**config.mk**
```make
export PLATFORM = sky130hd
export DESIGN_NAME = eva_histogram
export DESIGN_NICKNAME = d
export VERILOG_FILES = /design/src/rtl/eva_pkg.sv /design/src/rtl/eva_ctr_bank.sv /design/src/rtl/eva_histogram.sv
export SDC_FILE = /design/constraint.sdc
export NUM_CORES = 1
export LEC_CHECK = 0
export BUFFER_PORTS_ARGS = -buffer_cell sky130_fd_sc_hd__clkbuf_2
export CAP_MARGIN = 20
export CORE_UTILIZATION = 56
export DETAILED_ROUTE_END_ITERATION = 7
export PLACE_DENSITY = 0.87
export RECOVER_POWER = 25
export SYNTH_ARGS = -nofsm -noshare
export SYNTH_HDL_FRONTEND = slang
export SYNTH_SLANG_ARGS = --single-unit
```
**constraint.sdc**
```tcl
create_clock -name clk -period 10.2 [get_ports clk]
set_clock_uncertainty 0.05 [all_clocks]
set_input_delay 2.04 -clock clk [delete_from_list [all_inputs] [get_ports clk]]
set_output_delay 2.04 -clock clk [all_outputs]
set_load 0.02 [all_outputs]
```
**src/rtl/eva_pkg.sv**
```systemverilog
// eva_pkg: shared definitions for the EVA per-age event histogram.
//   - ctr_type_e / ctr_class_e : counter type (EVICT/HIT) and reuse class (NR/R)
//   - snap_state_e             : snapshot bank state (EMPTY/FULL)
//   - rd_class_bit/rd_type_bit : rd_addr layout {type, class, age}
//   - sat_inc                  : saturating increment for counters up to 32 bits
package eva_pkg;

  typedef enum logic {EVICT = 1'b0, HIT = 1'b1} ctr_type_e;
  typedef enum logic {NR = 1'b0, R = 1'b1} ctr_class_e;
  typedef enum logic {SNAP_EMPTY = 1'b0, SNAP_FULL = 1'b1} snap_state_e;

  // rd_addr = {type, class, age[age_w-1:0]}
  function automatic int rd_class_bit(input int age_w);
    return age_w;
  endfunction

  function automatic int rd_type_bit(input int age_w);
    return age_w + 1;
  endfunction

  localparam int SAT_W = 32;

  // Adds inc to val, holding at the all-ones value of a w-bit counter.
  function automatic logic [SAT_W-1:0] sat_inc(input logic [SAT_W-1:0] val,
                                                input logic             inc,
                                                input int unsigned      w);
    logic [SAT_W-1:0] max_val;
    max_val = (SAT_W'(1) << w) - SAT_W'(1);
    if (inc && (val != max_val)) return val + SAT_W'(1);
    return val;
  endfunction

endpackage

```
**src/rtl/eva_ctr_bank.sv**
```systemverilog
// eva_ctr_bank: N live saturating counters plus N snapshot counters for one
// (type, class) pair of the histogram.
//   inc/inc_idx : add one to live counter inc_idx this cycle
//   capture     : copy live counters (pre-update values) into the snapshot
//   decay       : epoch boundary; live counters restart from 0 (DECAY=0) or
//                 old>>1 (DECAY=1) before this cycle's increment is added
//   rd_idx      : selects the snapshot counter driven on rd_val (unregistered)
module eva_ctr_bank
  import eva_pkg::*;
#(
  parameter int N     = 8,
  parameter int IDX_W = 3,
  parameter int CTR_W = 10,
  parameter int DECAY = 0
) (
  input  logic             clk,
  input  logic             rst,
  input  logic             inc,
  input  logic [IDX_W-1:0] inc_idx,
  input  logic             capture,
  input  logic             decay,
  input  logic [IDX_W-1:0] rd_idx,
  output logic [CTR_W-1:0] rd_val
);

  logic [CTR_W-1:0] live_q [N];
  logic [CTR_W-1:0] live_d [N];
  logic [CTR_W-1:0] snap_q [N];
  logic [CTR_W-1:0] snap_d [N];
  logic [CTR_W-1:0] base   [N];

  always_comb begin
    for (int i = 0; i < N; i++) begin
      if (!decay)          base[i] = live_q[i];
      else if (DECAY != 0) base[i] = live_q[i] >> 1;
      else                 base[i] = '0;
      live_d[i] = CTR_W'(sat_inc(SAT_W'(base[i]), inc && (inc_idx == IDX_W'(i)), CTR_W));
      // Snapshot sees the counter as it stood before this cycle's event.
      snap_d[i] = capture ? live_q[i] : snap_q[i];
    end
  end

  always_ff @(posedge clk) begin
    for (int i = 0; i < N; i++) begin
      if (rst) begin
        live_q[i] <= '0;
        snap_q[i] <= '0;
      end else begin
        live_q[i] <= live_d[i];
        snap_q[i] <= snap_d[i];
      end
    end
  end

  assign rd_val = snap_q[rd_idx];

endmodule

```
**src/rtl/eva_histogram.sv**
```systemverilog
// eva_histogram: per-age hit/eviction histogram split by reuse class, with an
// epoch snapshot bank read by the EVA rank calculator.
//   age_1D, classificationBit : per-line age and reuse class from the tag logic
//   hit_valid/hit_addr        : hit event on one line
//   evict_data/evict_addr     : eviction event on one line
//   epoch_end                 : closes the epoch (snapshot + clear/halve)
//   snap_valid/snap_ack       : snapshot handshake
//   snap_overrun              : sticky, an epoch closed over an unconsumed snapshot
//   rd_en/rd_addr             : read of snapshot counter {type, class, age}
//   rd_data/rd_valid          : registered read result, one cycle after rd_en
module eva_histogram
  import eva_pkg::*;
#(
  parameter int LINES = 32,
  parameter int AGE_W = 3,
  parameter int CTR_W = 10,
  parameter int DECAY = 0
) (
  input  logic                     clk,
  input  logic                     rst,
  input  logic [LINES*AGE_W-1:0]   age_1D,
  input  logic [LINES-1:0]         classificationBit,
  input  logic                     hit_valid,
  input  logic [$clog2(LINES)-1:0] hit_addr,
  input  logic                     evict_data,
  input  logic [$clog2(LINES)-1:0] evict_addr,
  input  logic                     epoch_end,
  output logic                     snap_valid,
  input  logic                     snap_ack,
  output logic                     snap_overrun,
  input  logic                     rd_en,
  input  logic [AGE_W+1:0]         rd_addr,
  output logic [CTR_W-1:0]         rd_data,
  output logic                     rd_valid
);

  localparam int N         = 2 ** AGE_W;
  localparam int CLASS_BIT = rd_class_bit(AGE_W);
  localparam int TYPE_BIT  = rd_type_bit(AGE_W);

  // ---------------- event decode ----------------
  logic [AGE_W-1:0] hit_age, ev_age;
  logic             hit_cls, ev_cls;

  assign hit_age = age_1D[hit_addr*AGE_W +: AGE_W];
  assign ev_age  = age_1D[evict_addr*AGE_W +: AGE_W];
  assign hit_cls = classificationBit[hit_addr];
  assign ev_cls  = classificationBit[evict_addr];

  // ---------------- snapshot state machine ----------------
  // Handshake: snap_valid is high while the snapshot bank holds an epoch the
  // consumer has not released; snap_ack (any cycle while valid) releases it
  // on the next edge. An ack arriving with epoch_end is applied first, so the
  // bank is refilled in that same edge and snap_valid stays high.
  snap_state_e state_q;
  logic        overrun_q;
  logic        capture;

  assign capture = epoch_end && ((state_q == SNAP_EMPTY) || snap_ack);

  always_ff @(posedge clk) begin
    if (rst) begin
      state_q   <= SNAP_EMPTY;
      overrun_q <= 1'b0;
    end else begin
      case (state_q)
        SNAP_EMPTY: if (epoch_end) state_q <= SNAP_FULL;
        SNAP_FULL: begin
          if (snap_ack && !epoch_end) state_q <= SNAP_EMPTY;
          if (epoch_end && !snap_ack) overrun_q <= 1'b1;
        end
        default: state_q <= SNAP_EMPTY;
      endcase
    end
  end

  assign snap_valid   = (state_q == SNAP_FULL);
  assign snap_overrun = overrun_q;

  // ---------------- counter banks ----------------
  logic [CTR_W-1:0] val_hit_r, val_hit_nr, val_ev_r, val_ev_nr;
  logic [AGE_W-1:0] rd_age;

  assign rd_age = rd_addr[AGE_W-1:0];

  eva_ctr_bank #(.N(N), .IDX_W(AGE_W), .CTR_W(CTR_W), .DECAY(DECAY)) u_hit_r (
    .clk(clk), .rst(rst), .inc(hit_valid && (ctr_class_e'(hit_cls) == R)), .inc_idx(hit_age),
    .capture(capture), .decay(epoch_end), .rd_idx(rd_age), .rd_val(val_hit_r));

  eva_ctr_bank #(.N(N), .IDX_W(AGE_W), .CTR_W(CTR_W), .DECAY(DECAY)) u_hit_nr (
    .clk(clk), .rst(rst), .inc(hit_valid && (ctr_class_e'(hit_cls) == NR)), .inc_idx(hit_age),
    .capture(capture), .decay(epoch_end), .rd_idx(rd_age), .rd_val(val_hit_nr));

  eva_ctr_bank #(.N(N), .IDX_W(AGE_W), .CTR_W(CTR_W), .DECAY(DECAY)) u_ev_r (
    .clk(clk), .rst(rst), .inc(evict_data && (ctr_class_e'(ev_cls) == R)), .inc_idx(ev_age),
    .capture(capture), .decay(epoch_end), .rd_idx(rd_age), .rd_val(val_ev_r));

  eva_ctr_bank #(.N(N), .IDX_W(AGE_W), .CTR_W(CTR_W), .DECAY(DECAY)) u_ev_nr (
    .clk(clk), .rst(rst), .inc(evict_data && (ctr_class_e'(ev_cls) == NR)), .inc_idx(ev_age),
    .capture(capture), .decay(epoch_end), .rd_idx(rd_age), .rd_val(val_ev_nr));

  // ---------------- read mux / register ----------------
  logic [CTR_W-1:0] rd_sel, rd_data_d, rd_data_q;
  logic             rd_valid_d, rd_valid_q;
  ctr_type_e        rd_type;
  ctr_class_e       rd_class;

  always_comb begin
    rd_type  = ctr_type_e'(rd_addr[TYPE_BIT]);
    rd_class = ctr_class_e'(rd_addr[CLASS_BIT]);
    rd_sel   = val_ev_nr;
    if (rd_type == HIT) rd_sel = (rd_class == R) ? val_hit_r : val_hit_nr;
    else                rd_sel = (rd_class == R) ? val_ev_r  : val_ev_nr;
    rd_data_d  = rd_en ? rd_sel : rd_data_q;
    rd_valid_d = rd_en;
  end

  always_ff @(posedge clk) begin
    if (rst) begin
      rd_data_q  <= '0;
      rd_valid_q <= 1'b0;
    end else begin
      rd_data_q  <= rd_data_d;
      rd_valid_q <= rd_valid_d;
    end
  end

  assign rd_data  = rd_data_q;
  assign rd_valid = rd_valid_q;

endmodule

```
==> metrics <==
Final Non-Filler Cells=4051; failing checks=capacitance limit, slew limit; Post-Place Cell Area=35200 um2; Synth Area per Inst=10.7 um2; crit end category=flop; CTS HTree Levels=3; Via-to-Cell Ratio=6.60; Worst setup SP type=input port; internal power=4.45 mW; Die ar.=about 60000 um2; max-cap viol count=4; sequential area share after synthesis=0.478; Remaining Overflow, GRT=0; worst-path cell chain=buf_6 -> nand2b_1 -> clkbuf_1 -> nand2_8 -> clkbuf_1; Final Util=0.629; worst vdd ir=0.103 mV; Syn Inst Count=~3200; GRT Total Usage=0.296; Clk pwr share=0.424; clk sinks=653; Mapped Area=34000 um2; top cell family by delay on the critical path=buffers and inverters; Port Buffers=162; Crit Reg-Reg Startpoint=snap_valid; Worst-Skew Late Latency=0.62 ns; post-synthesis compound-gate area fraction=0.0741; vias in the first global route=around 26000; EDFF count, synth=320; origin of the worst min-delay path=snap_overrun; critical path's most frequent cell=clkbuf_1; # setup viols final=0; CTS tree=yes; RSZ-0062 raised after global routing=no; CTS Buffer Depth=3; critical path class=input port to flop; top cells by area, synth=edfxtp_1 (28%), dfxtp_1 (20%), mux4_2 (10%), and2_1 (5.9%), nor2b_1 (3.0%); post-synthesis mux area share=0.136; r2r worst-path depth=5; flop2flop setup slack=4.15 ns; routed via count=26700; clk slew on worst S/H paths=0.06 ns; placed insts=3919; Crit path required time=10.26 ns; adder-cell share of the synthesized area=0.0118; fillers=4389; Row Count=89; hold path endpoint=snap_overrun; Simple-Gate Fraction of Synth Area=0.250; CTS Buf Count=68; asr flop ratio synth=0; total negative setup slack=0 ns; post-CTS setup repair buffer count=0; sw frac=0.247; DIE HEIGHT=248 um; initial antenna violation count=5; RR Endpoint=u_ev_nr.snap_q[4][0]; clk root buf=clkbuf_16; NetSw=1.46 mW; leakage dissipation=13.5 nW; first-pass GRT wire length=145000 um; Synth top cells by count=dfxtp_1 (333), and2_1 (322), edfxtp_1 (320); Worst Hold Class=flop to flop; count of different cell masters after synthesis=73; CTS resizes=0; share of layout cells above drive strength 1=0.153; Least-Margin Pin Slew=4.22 ns; initial drt markers=2860; drt pass-1 iters=7; cell taking the most area after synthesis=edfxtp_1; Top Ports=163; Area Growth Syn to Fin=10.1%; Comb power frac=0.093; Buf+Inv Stages, Crit Path=3; largest family of logic cells by synthesized area=simple AND/OR/NAND/NOR gates; worst path arrival time=7.65 ns; FF/Latch Area=16300 um2; Final ANT Viol Nets=0; most common cell in the synthesized netlist=dfxtp_1; Synth Flop Type=dfxtp_1; Yosys warning count=0; pin count of the biggest net entering global routing=157; drt total wl=92800 um; HPWL after DPL=60800 um; max incr delay on CP=approximately 3.0 ns; DRC=0; starting density of the core=0.571; Fin. Hold Viols=0; die extent in x=248 um; Sequential Power Share=0.483; status=finished, violations left; syn nets=~3400; GP Congestion=0.892; WHS Path Cells=2; XOR/XNOR Fraction of Synth Area=0.0201; Tcrit/Tclk final=0.745; Max Freq=132 MHz; min Tclk post-route=7.59 ns; core area=59600 um2; Max-slew headroom=-1.81; PwrDens=158 nW/um2; WL/cell=approximately 23 um; area of the multi-input gates=16800 um2; Post-CTS Hold Buffers=0; CP max-delay cell=clkbuf_1; cell area after layout=37500 um2; crit path max fanout=80; max-slew violations=approximately 220; share of the synthesized area in the top cell type=0.282; Final #Nets=3403; Synth Register Bits=653
-- how the worst max path moves through the flow --
| stage | from | to | slack [ns] | depth (start not counted) |
|---|---|---|---|---|
| CTS | evict_addr[0] | u_ev_nr.live_q[0][9] | 4.71 | 8 |
| detailed placement | evict_addr[0] | u_ev_nr.live_q[0][9] | 4.12 | 8 |
| global route | epoch_end | u_hit_nr.live_q[1][14] | 2.39 | 11 |
| floorplan | epoch_end | u_ev_nr.snap_q[0][0] | 2.31 | 7 |
| finish | epoch_end | u_ev_nr.snap_q[4][0] | 2.61 | 5 |
| global placement | evict_addr[0] | u_ev_nr.live_q[0][9] | 4.20 | 8 |
-- cell families (layout without fill, tap and decap cells) --
logic type      Yosys count  after routing
compound gates          396            396
xor+xnor                 78             78
fa+ha+maj                32             32
buf+inv                 252            359
flops                   653            653
mux                     264            264
other cells               0              2
simple gates           1494           1494
-- worst reg2reg max path: stages (launching register included) --
cell and delay, ns:
dfxtp_1 0.31, nor2b_1 0.14, nand2b_1 0.13, clkbuf_1 0.87
nand2_8 0.97, clkbuf_1 3.02
-- sequential cells by signal (all words and copies together) (netlist names) --
register         count
u_hit_r.snap_q      80
u_ev_r.snap_q       80
u_hit_nr.snap_q     80
rd_valid             1
snap_overrun         1
u_hit_r.live_q      80
u_ev_nr.live_q      80
rd_data             10
snap_valid           1
u_ev_r.live_q       80
u_ev_nr.snap_q      80
u_hit_nr.live_q     80
-- layout by cell type (no fill, tap or decap), types with 10 or more instances in the layout --
master | synthesis | routed
a211oi_1 | 20 | 20
a21oi_1 | 150 | 150
a22oi_1 | 14 | 14
a311oi_1 | 10 | 10
a31o_2 | 10 | 10
a31oi_1 | 15 | 15
and2_0 | 0 | 26
and2_1 | 322 | 296
and3_1 | 82 | 82
and4_1 | 21 | 21
and4b_1 | 23 | 23
buf_4 | 4 | 22
clkbuf_1 | 169 | 38
clkbuf_16 | 0 | 69
clkbuf_2 | 0 | 144
clkinv_2 | 0 | 12
dfxtp_1 | 333 | 333
edfxtp_1 | 320 | 320
ha_1 | 32 | 32
inv_1 | 42 | 41
mux2_2 | 25 | 25
mux2i_1 | 82 | 82
mux4_2 | 156 | 156
nand2_1 | 183 | 181
nand2b_1 | 11 | 11
nand3_1 | 132 | 132
nand4_1 | 65 | 65
nor2_1 | 192 | 191
nor2b_1 | 165 | 165
nor3_1 | 87 | 87
nor3b_1 | 10 | 10
nor4_1 | 45 | 45
o21ai_0 | 59 | 59
o22ai_1 | 16 | 16
o31ai_1 | 29 | 29
or3_1 | 65 | 65
or4_1 | 42 | 42
xnor2_1 | 70 | 70
-- per-stage QoR --
| step | setup slack, ns | power [mW] | hold slack, ns |
|---|---|---|---|
| 6_report | 2.61 | 5.91 | 0.424 |
| 5_1_grt | 2.39 | 6.05 | 0.455 |
| 4_1_cts | 4.71 | 5.91 | 0.432 |
| 3_5_place_dp | 4.12 | 3.44 | 0.419 |
| 3_3_place_gp | 4.20 | 3.43 | 0.401 |
| 2_1_floorplan | 2.31 | 3.25 | 0.398 |
-- metal layers --
metal,vias up,share of wire,track usage
met5,-,0.00036,0
met4,4,0.055,0.173
met3,301,0.10,0.0628
met2,1632,0.47,0.478
met1,12900,0.37,0.370
li1,11900,-,-
-- final cells by class --
class,instances,share of cell area
diodes,2,0.000134
clock buffers,94,0.0499
clock inverters,31,0.00922
inverters,44,0.00441
multi-input cells,2264,0.448
flip-flops and latches,653,0.434
well taps,773,0.0258
repair buffers,190,0.0283
-- power by group through the flow --
stage / clock network, mW / registers [mW] / logic [mW]
floorplan: 0 / 2.91 / 0.343
global placement: 0 / 2.90 / 0.525
detailed placement: 0 / 2.91 / 0.533
CTS: 2.52 / 2.85 / 0.536
global route: 2.62 / 2.86 / 0.575
finish: 2.51 / 2.85 / 0.549
(Power assumes the default switching activity.)
